File: src/rtl/cpu_datapath.sv
// ---------------------------------------------------------------------------
// cpu_datapath
//
// Single-cycle style CPU datapath: program counter, instruction register,
// dual-read / single-write register file, combinational ALU and a data
// memory with a registered (one-cycle latency) read port. All sequencing is
// done by an external controller through the control inputs. Every piece of
// state updates on the same rising edge with no interlocks between them.
//
// Ports
//   Clk            clock, rising edge
//   Rst            synchronous active-high reset (PC, IR, register file, DMemQ)
//   PCClr          clear the PC
//   PCUp           increment the PC (wraps at 2^PC_W)
//   IRLd           load the IR from IData (fetched at the pre-edge PC)
//   IAddr          instruction memory address, always equal to the PC
//   IData          instruction memory read data (combinational from IAddr)
//   instruction    IR contents
//   DAddr          data memory address
//   DWrite         data memory write enable (writes RFAData)
//   RFSelect       register file write source: 1 = DMemQ, 0 = ALUOut
//   RFWriteAddr    register file write index
//   RFWriteEnable  register file write enable
//   RFAReadAddr    register file port A read index
//   RFBReadAddr    register file port B read index
//   ALUSelect      ALU operation code
//   RFAData        register file port A read data (ALU operand A)
//   RFBData        register file port B read data (ALU operand B)
//   ALUOut         ALU result
//   ALUZero        1 when ALUOut is zero
//   DMemQ          registered data memory read data
//   PCOut          PC value for debug
// ---------------------------------------------------------------------------
module cpu_datapath #(
    parameter int DATA_W     = 16,
    parameter int PC_W       = 8,
    parameter int DMEM_DEPTH = 256,
    parameter int RF_DEPTH   = 16
) (
    input  logic              Clk,
    input  logic              Rst,
    input  logic              PCClr,
    input  logic              PCUp,
    input  logic              IRLd,
    output logic [PC_W-1:0]   IAddr,
    input  logic [DATA_W-1:0] IData,
    output logic [DATA_W-1:0] instruction,
    input  logic [7:0]        DAddr,
    input  logic              DWrite,
    input  logic              RFSelect,
    input  logic [3:0]        RFWriteAddr,
    input  logic              RFWriteEnable,
    input  logic [3:0]        RFAReadAddr,
    input  logic [3:0]        RFBReadAddr,
    input  logic [2:0]        ALUSelect,
    output logic [DATA_W-1:0] RFAData,
    output logic [DATA_W-1:0] RFBData,
    output logic [DATA_W-1:0] ALUOut,
    output logic              ALUZero,
    output logic [DATA_W-1:0] DMemQ,
    output logic [PC_W-1:0]   PCOut
);

    // ALU operation codes
    localparam logic [2:0] ALU_PASS_A = 3'b000;
    localparam logic [2:0] ALU_ADD    = 3'b001;
    localparam logic [2:0] ALU_SUB    = 3'b010;
    localparam logic [2:0] ALU_AND    = 3'b011;
    localparam logic [2:0] ALU_OR     = 3'b100;
    localparam logic [2:0] ALU_XOR    = 3'b101;
    localparam logic [2:0] ALU_NOT_A  = 3'b110;
    localparam logic [2:0] ALU_INC_A  = 3'b111;

    // ALU evaluation; all arithmetic wraps modulo 2^DATA_W, carry/borrow dropped
    function automatic logic [DATA_W-1:0] alu_f(
        input logic [2:0]        op,
        input logic [DATA_W-1:0] a,
        input logic [DATA_W-1:0] b
    );
        logic [DATA_W-1:0] res;
        res = '0;
        case (op)
            ALU_PASS_A: res = a;
            ALU_ADD:    res = a + b;
            ALU_SUB:    res = a - b;
            ALU_AND:    res = a & b;
            ALU_OR:     res = a | b;
            ALU_XOR:    res = a ^ b;
            ALU_NOT_A:  res = ~a;
            ALU_INC_A:  res = a + DATA_W'(1);
            default:    res = '0;
        endcase
        return res;
    endfunction

    logic [PC_W-1:0]   pc_r;
    logic [DATA_W-1:0] ir_r;
    logic [DATA_W-1:0] rf_r   [RF_DEPTH];
    logic [DATA_W-1:0] dmem_r [DMEM_DEPTH];
    logic [DATA_W-1:0] dmemq_r;
    logic [DATA_W-1:0] alu_s;
    logic [DATA_W-1:0] rf_wdata_s;

    // Program counter: reset, then clear, then increment, otherwise hold
    always_ff @(posedge Clk) begin
        if (Rst) begin
            pc_r <= '0;
        end else if (PCClr) begin
            pc_r <= '0;
        end else if (PCUp) begin
            pc_r <= pc_r + PC_W'(1);
        end else begin
            pc_r <= pc_r;
        end
    end

    // Instruction register; IData reflects the pre-edge PC, so IRLd with
    // PCUp captures mem[PC] while the PC moves on to PC+1
    always_ff @(posedge Clk) begin
        if (Rst) begin
            ir_r <= '0;
        end else if (IRLd) begin
            ir_r <= IData;
        end else begin
            ir_r <= ir_r;
        end
    end

    // Register file write data selection
    always_comb begin
        rf_wdata_s = alu_s;
        if (RFSelect) begin
            rf_wdata_s = dmemq_r;
        end else begin
            rf_wdata_s = alu_s;
        end
    end

    // Register file storage; reads are asynchronous so a same-cycle write
    // is only visible after the edge (reads see the old value)
    always_ff @(posedge Clk) begin
        if (Rst) begin
            for (int i = 0; i < RF_DEPTH; i++) begin
                rf_r[i] <= '0;
            end
        end else if (RFWriteEnable) begin
            rf_r[RFWriteAddr] <= rf_wdata_s;
        end
    end

    // Asynchronous register file read ports
    always_comb begin
        RFAData = rf_r[RFAReadAddr];
        RFBData = rf_r[RFBReadAddr];
    end

    // Combinational ALU and zero flag
    always_comb begin
        alu_s   = alu_f(ALUSelect, RFAData, RFBData);
        ALUOut  = alu_s;
        ALUZero = (alu_s == '0);
    end

    // Data memory array; contents survive reset and Rst blocks any write
    always_ff @(posedge Clk) begin
        if (!Rst && DWrite) begin
            dmem_r[DAddr] <= RFAData;
        end
    end

    // Registered data memory read; samples the array before this edge's
    // write lands, giving read-before-write on an address collision
    always_ff @(posedge Clk) begin
        if (Rst) begin
            dmemq_r <= '0;
        end else begin
            dmemq_r <= dmem_r[DAddr];
        end
    end

    // Output mapping
    always_comb begin
        IAddr       = pc_r;
        PCOut       = pc_r;
        instruction = ir_r;
        DMemQ       = dmemq_r;
    end

endmodule
File: config.mk
export PLATFORM = sky130hd
export DESIGN_NAME = cpu_datapath
export DESIGN_NICKNAME = d
export VERILOG_FILES = /design/src/rtl/cpu_datapath.sv
export SDC_FILE = /design/constraint.sdc
export NUM_CORES = 2
export LEC_CHECK = 0
export CORE_MARGIN = 5
export CORE_UTILIZATION = 45
export CTS_BUF_LIST = sky130_fd_sc_hd__clkbuf_8
export DETAILED_ROUTE_END_ITERATION = 10
export PLACE_DENSITY = 0.63
export REMOVE_ABC_BUFFERS = 1
export SLEW_MARGIN = 30
export SYNTH_ARGS = -nofsm -noshare
export SYNTH_HDL_FRONTEND = slang
export SYNTH_MEMORY_MAX_BITS = 65536
export SYNTH_SLANG_ARGS = --single-unit
File: constraint.sdc
create_clock -name Clk -period 31.1 [get_ports Clk]
set_input_delay 4.665 -clock Clk [delete_from_list [all_inputs] [get_ports Clk]]
set_output_delay 4.665 -clock Clk [all_outputs]
set_load 0.01 [all_outputs]
== Word level (Yosys, flattened, before mapping) ==
Memory sizes are Yosys's and may differ from the RTL's. A register that Yosys moved wholly into a read port is not among the register bits.
Cells that the tools add are included.

* Bits in registers: 24
* Bits in latches: 0
* Memory bits (writable): 4352
* Bits in read-only memories: 0
* Input bits: 47
* Output and inout bits: 97
* Logic and storage cells: 37
* Memories: 2

* $add $sub $neg: 4
* $mul: 0
* Div/mod/pow operators: 0
* Magnitude comparators: 0
* Equal/unequal tests: 7
* Shifts and indexed selects: 0
* Multiplexer cells: 12
* Bitwise gates (word level): 4
* Reduce and logical (&&, ||, !) cells: 6

{| class="wikitable"
|+ Memory list
! memory !! words !! bits a word !! read ports !! clocked after memory_dff !! wr ports !! RTL line !! source
|-
| dmem_r || 256 || 16 || 1 || 1 || 1 || 99 || <nowiki>logic [DATA_W-1:0] dmem_r [DMEM_DEPTH];</nowiki>
|-
| rf_r || 16 || 16 || 2 || 0 || 16 || 98 || <nowiki>logic [DATA_W-1:0] rf_r [RF_DEPTH];</nowiki>
|}

{| class="wikitable"
|+ Operators with widths
! operator !! count
|-
| $pmux 16 s8 || 1
|-
| $mux 16 || 2
|-
| $add 16x1->16 const B || 1
|-
| $add 16x16->16 || 1
|-
| $and 16x16->16 || 1
|-
| $logic_not 16->1 || 1
|-
| $not 16->16 || 1
|-
| $or 16x16->16 || 1
|-
| $reduce_or 16->1 || 1
|-
| $sub 16x16->16 || 1
|-
| $xor 16x16->16 || 1
|-
| $eq 3x3->1 const B || 4
|-
| $add 8x1->8 const B || 1
|-
| $mux 1 || 8
|-
| $eq 3x2->1 const B || 2
|-
| $mux 4 || 1
|-
| $eq 3x1->1 const B || 1
|-
| $logic_not 3->1 || 1
|-
| $reduce_or 2->1 || 1
|-
| $logic_and 1x1->1 || 1
|-
| $logic_not 1->1 || 1
|}

== Longest topological paths before layout ==
* Depth after elaboration: 5
* Mapped depth: 25
* Depth with buffers taken out: 21

== Least setup slack after synthesis ==
No wires, ideal clock.

* Path type: input-to-output
* From: in RFAReadAddr[1]
* To: out ALUZero
* Arrival time: 11.977 ns
* Data required time: 26.435 ns
* Path slack: 14.458 ns
* Stages: 19
* Path buffers: 2
* Cells stage by stage: clkbuf_1 > clkbuf_1 > mux4_2 > mux2i_1 > nand2_1 > o21a_1 > ha_1 > inv_1 > fa_1 > nor2b_1 > o21a_1 > o21ai_1 > a211oi_1 > nor4_1 > nor3_1 > o21ai_0 > a31oi_1 > nor2_1 > nor4_1

* Longest elaborated chain between the ends: 4
* Elaborated cells between the ends (all ways): 10
* Those cells by class: add/sub (3); mux (1); bitwise (4); reduce/logical (1); memory (1)

{| class="wikitable"
|+ Ends and longest elaborated chain
! item !! RTL line !! source
|-
| from (decl) || 53 || <nowiki>input logic [3:0] RFAReadAddr,</nowiki>
|-
| $mem_v2 16x16 * || - ||
|-
| via RFAData[0] || 56 || <nowiki>output logic [DATA_W-1:0] RFAData,</nowiki>
|-
| $add 16x1->16, or another cell as far along || 90 || <nowiki>ALU_INC_A: res = a + DATA_W'(1);</nowiki>
|-
| $pmux 16 s8 * || 82 || <nowiki>case (op)</nowiki>
|-
| via ALUOut[14] || 58 || <nowiki>output logic [DATA_W-1:0] ALUOut,</nowiki>
|-
| $logic_not 16->1 * || 161 || <nowiki>ALUZero = (alu_s == '0);</nowiki>
|-
| to (decl) || 59 || <nowiki>output logic ALUZero,</nowiki>
|}

Mark *: on every way through the listed nets, which the timed path passes. The rest lies on a longest branch.

== Worst setup path in the final report ==
* From: in RFBReadAddr[2]
* To: out ALUZero

* Longest elaborated chain between the ends: 4
* Elaborated cells between the ends (all ways): 8
* Those cells by class: add/sub (2); mux (1); bitwise (3); reduce/logical (1); memory (1)

{| class="wikitable"
|+ Ends and longest elaborated chain
! item !! RTL line !! source
|-
| from (decl) || 54 || <nowiki>input logic [3:0] RFBReadAddr,</nowiki>
|-
| $mem_v2 16x16 * || - ||
|-
| $sub 16x16->16, or another cell as far along || 85 || <nowiki>ALU_SUB: res = a - b;</nowiki>
|-
| $pmux 16 s8 * || 82 ||
|-
| $logic_not 16->1 * || 161 ||
|}

Every way passes the cells marked *; elsewhere a longest branch is shown, timed or not.

==> flow_metrics.tcl <==
set metrics [dict create \
    grt_util_met3_pct 5.89 \
    grt_pass1_vias 88800 \
    numCtsBuffers 703 \
    tightestPinTransition_ps 1110 \
    grt_pass1_wl_um 681000 \
    dpl.hpwl_um 286000 \
    hp-class "reg -> reg" \
    postCtsHoldBufs 0 \
    grt_start_max_net_pins 153 \
    cellPowerDensity_nw_per_um2 62.3 \
    yosysSeqAreaShare_pct 75.7 \
    relSlewSlack_pct 25.8 \
    synth_top_area_share_pct 75.2 \
    cts_resized 0 \
    cts_max_path_buffers 4 \
    synthArstFlopShare_pct 0 \
    cap_viol_max_count 0 \
    dieHeight_um 631 \
    synth_largest_area_cell "edfxtp_1" \
    start_util_pct 45.1 \
    worstPathRequired_ps 26440 \
    dr.pass1.iters 6 \
    dieArea_um2 399000 \
    gr-usage-met1_pct 33.2 \
    synth-seq-cells 4392 \
    grt-busiest-layer "met2" \
    multiInputGateArea_um2 41100 \
    cp-startpoint "RFBReadAddr[2]" \
    rows 228 \
    fin_ws_ps 13970 \
    r2r_start "rf_r[2][0]$_SDFFCE_PN0P_" \
    fin_crit_sh_pct 55.1 \
    insertion_delay_ps 1250 \
    drt_iter0_markers 11300 \
    cts_tree "built" \
    rsz0062_at_grt "no" \
    grt_use_total_pct 24.0 \
    synth_edf_count 4352 \
    gp_congestion 0.849 \
    yosys-top-cells-count "edfxtp_1 (4352), mux4_2 (1443), nor2_1 (577)" \
    reg2reg_slack_ps 24460 \
    crit_path_end "ALUZero" \
    final_util_pct 51.1 \
    ys_types 78 \
    arrival_ps 12470 \
    hold_viol 0 \
    crit_fanout 12 \
    yosys-top-cells-area "edfxtp_1 (75%), mux4_2 (19%), nor2_1 (1.2%), clkbuf_1 (0.62%), dfxtp_1 (0.46%)" \
    die_w_um 631 \
    synth_top_flop_cell "edfxtp_1" \
    period_minus_slack_ps 17130 \
    fillers 30000 \
    syn_inst 7681 \
    status "finished, final reports clean" \
    viasPerCell 6.17 \
    slew_violations 0 \
    fmax_ghz 0.0584 \
    syn_area_um2 174000 \
    cts-root-buf "clkbuf_8" \
    core-area_um2 385000 \
    ant_nets 0 \
    worst-r2r-cell-count 21 \
    setup_viol_count_final 0 \
    routed_wl_um 484000 \
    nNetsFinal 8595 \
    regArea_um2 131000 \
    layout-drive-gt1-share_pct 34.0 \
    finalClockSkew_ps 114 \
    wl_per_cell_um 34.3 \
    end_kind "output pin" \
    clkTransAtPathRegs_ps 50 \
    cts_htree_levels 6 \
    antenna_found_initial 27 \
    post-cts-setup-buffer-count 0 \
    overflow 0 \
    vias 87100 \
    io_pins 144 \
    tns_ps 0 \
    reg2reg_to "rf_r[12][15]$_SDFFCE_PN0P_" \
    vdd_drop_max_mv 0.0407 \
    p_leak_nw 62.4 \
    yosysWarnings 0 \
    cp-start-kind "primary input" \
    critPathKind "in -> out" \
    place_ws_ps 14110 \
    drc_errors 0 \
    cts.sinks 4392 \
    numPortBuffers 143 \
    synth_area_per_cell_um2 22.6 \
    met2_usage_pct 37.9 \
    syn2layout_area_growth_pct 13.3 \
    yosysMostFrequentCell "edfxtp_1" \
]
[cells in the final DEF (no fill, tap or decap), types with 31 or more instances in the layout]
cell type	n
edfxtp_1	4352
mux4_2	1428
clkbuf_8	716
buf_4	421
nor2_1	363
inv_1	251
nor2_2	186
clkinv_1	181
clkdlybuf4s50_1	131
nand2_1	95
clkinv_2	72
a21oi_1	70
ha_1	50
nand3_1	42
dfxtp_1	40
nor2_4	38
mux2i_1	37
o21ai_0	35
a22oi_1	31
[worst max-delay path, stage by stage]
cell and delay, ps:
clkdlybuf4s50_1 950, nor2b_1 790, buf_4 320, a22oi_1 150, and2_1 270, ha_1 270, a31oi_1 220, o21bai_1 300
nor2_1 120, xnor2_1 160, nor2_1 60, ha_1 380, a21o_1 220, a21o_1 190, a2111oi_1 700, o21ai_1 360
a2111o_1 480, a21oi_1 200, nor3_1 100, o221a_2 330, o22a_1 300, nor4_1 290, clkdlybuf4s50_1 600
[sequential cells by signal, indices dropped and copies added (netlist names)]
signal and flops:
dmem_r 4096, rf_r 256, DMemQ 16, instruction 16, IAddr 8
[worst min path at each step]
stage,start,to,cells after the start
floorplan,instruction[0]$_SDFFE_PP0P_,instruction[0]$_SDFFE_PP0P_,2
finish,instruction[10]$_SDFFE_PP0P_,instruction[10]$_SDFFE_PP0P_,2
detailed placement,instruction[10]$_SDFFE_PP0P_,instruction[10]$_SDFFE_PP0P_,2
CTS,instruction[10]$_SDFFE_PP0P_,instruction[10]$_SDFFE_PP0P_,2
global placement,instruction[9]$_SDFFE_PP0P_,instruction[9]$_SDFFE_PP0P_,2
global route,instruction[11]$_SDFFE_PP0P_,instruction[11]$_SDFFE_PP0P_,2
[routing by layer]
| layer | routed length, um | part of all wire [%] | up-vias |
|---|---|---|---|
| met1 | 185000 | 38 | 46900 |
| met5 | 29 | 0.0060 | - |
| met2 | 232000 | 48 | 4918 |
| met4 | 16700 | 3.4 | 6 |
| met3 | 50200 | 10 | 828 |
| li1 | - | - | 34400 |
[area by class of cell]
type                    instances  area share [%]
repair buffers                586            2.54
diodes                         17          0.0216
clock buffers                 716            5.00
multi-input cells            2774            20.9
flip-flops and latches       4392            66.8
inverters                      40          0.0762
clock inverters               535            1.49
well taps                    5060            3.22
[kinds of logic (layout without fill, tap and decap cells)]
logic type               count (synthesis)  after routing  synth area share, %
AO/OA/AOI/OAI                          285            285                 1.12
XOR/XNOR                                25             25                0.126
adder cells (fa/ha/maj)                 51             51                0.372
buffers and inverters                  515           1877                 1.25
flip-flops                            4392           4392                 75.7
multiplexers                          1503           1503                 19.2
other                                    0             17                    0
AND/OR/NAND/NOR                        910            910                 2.29
[where the power goes]
group / switching [W] / leakage [nW] / internal (W) / total (W)
Clock: 0.00229 / 7.33 / 0.00229 / 0.00457
Combinational: 0.000682 / 14.9 / 0.000327 / 0.00101
Sequential: 0.0000216 / 40.2 / 0.00667 / 0.00669
[per-stage QoR]
step	area (um2)	hold slack (ps)	instances	power (W)
floorplan	172000	528	7206	0.00730
global placement	184000	477	12900	0.00780
detailed placement	184000	483	12900	0.00782
CTS	197000	496	14100	0.0124
global route	197000	521	14100	0.0127
finish	197000	491	14100	0.0123
Power figures use the tool's default switching activity.
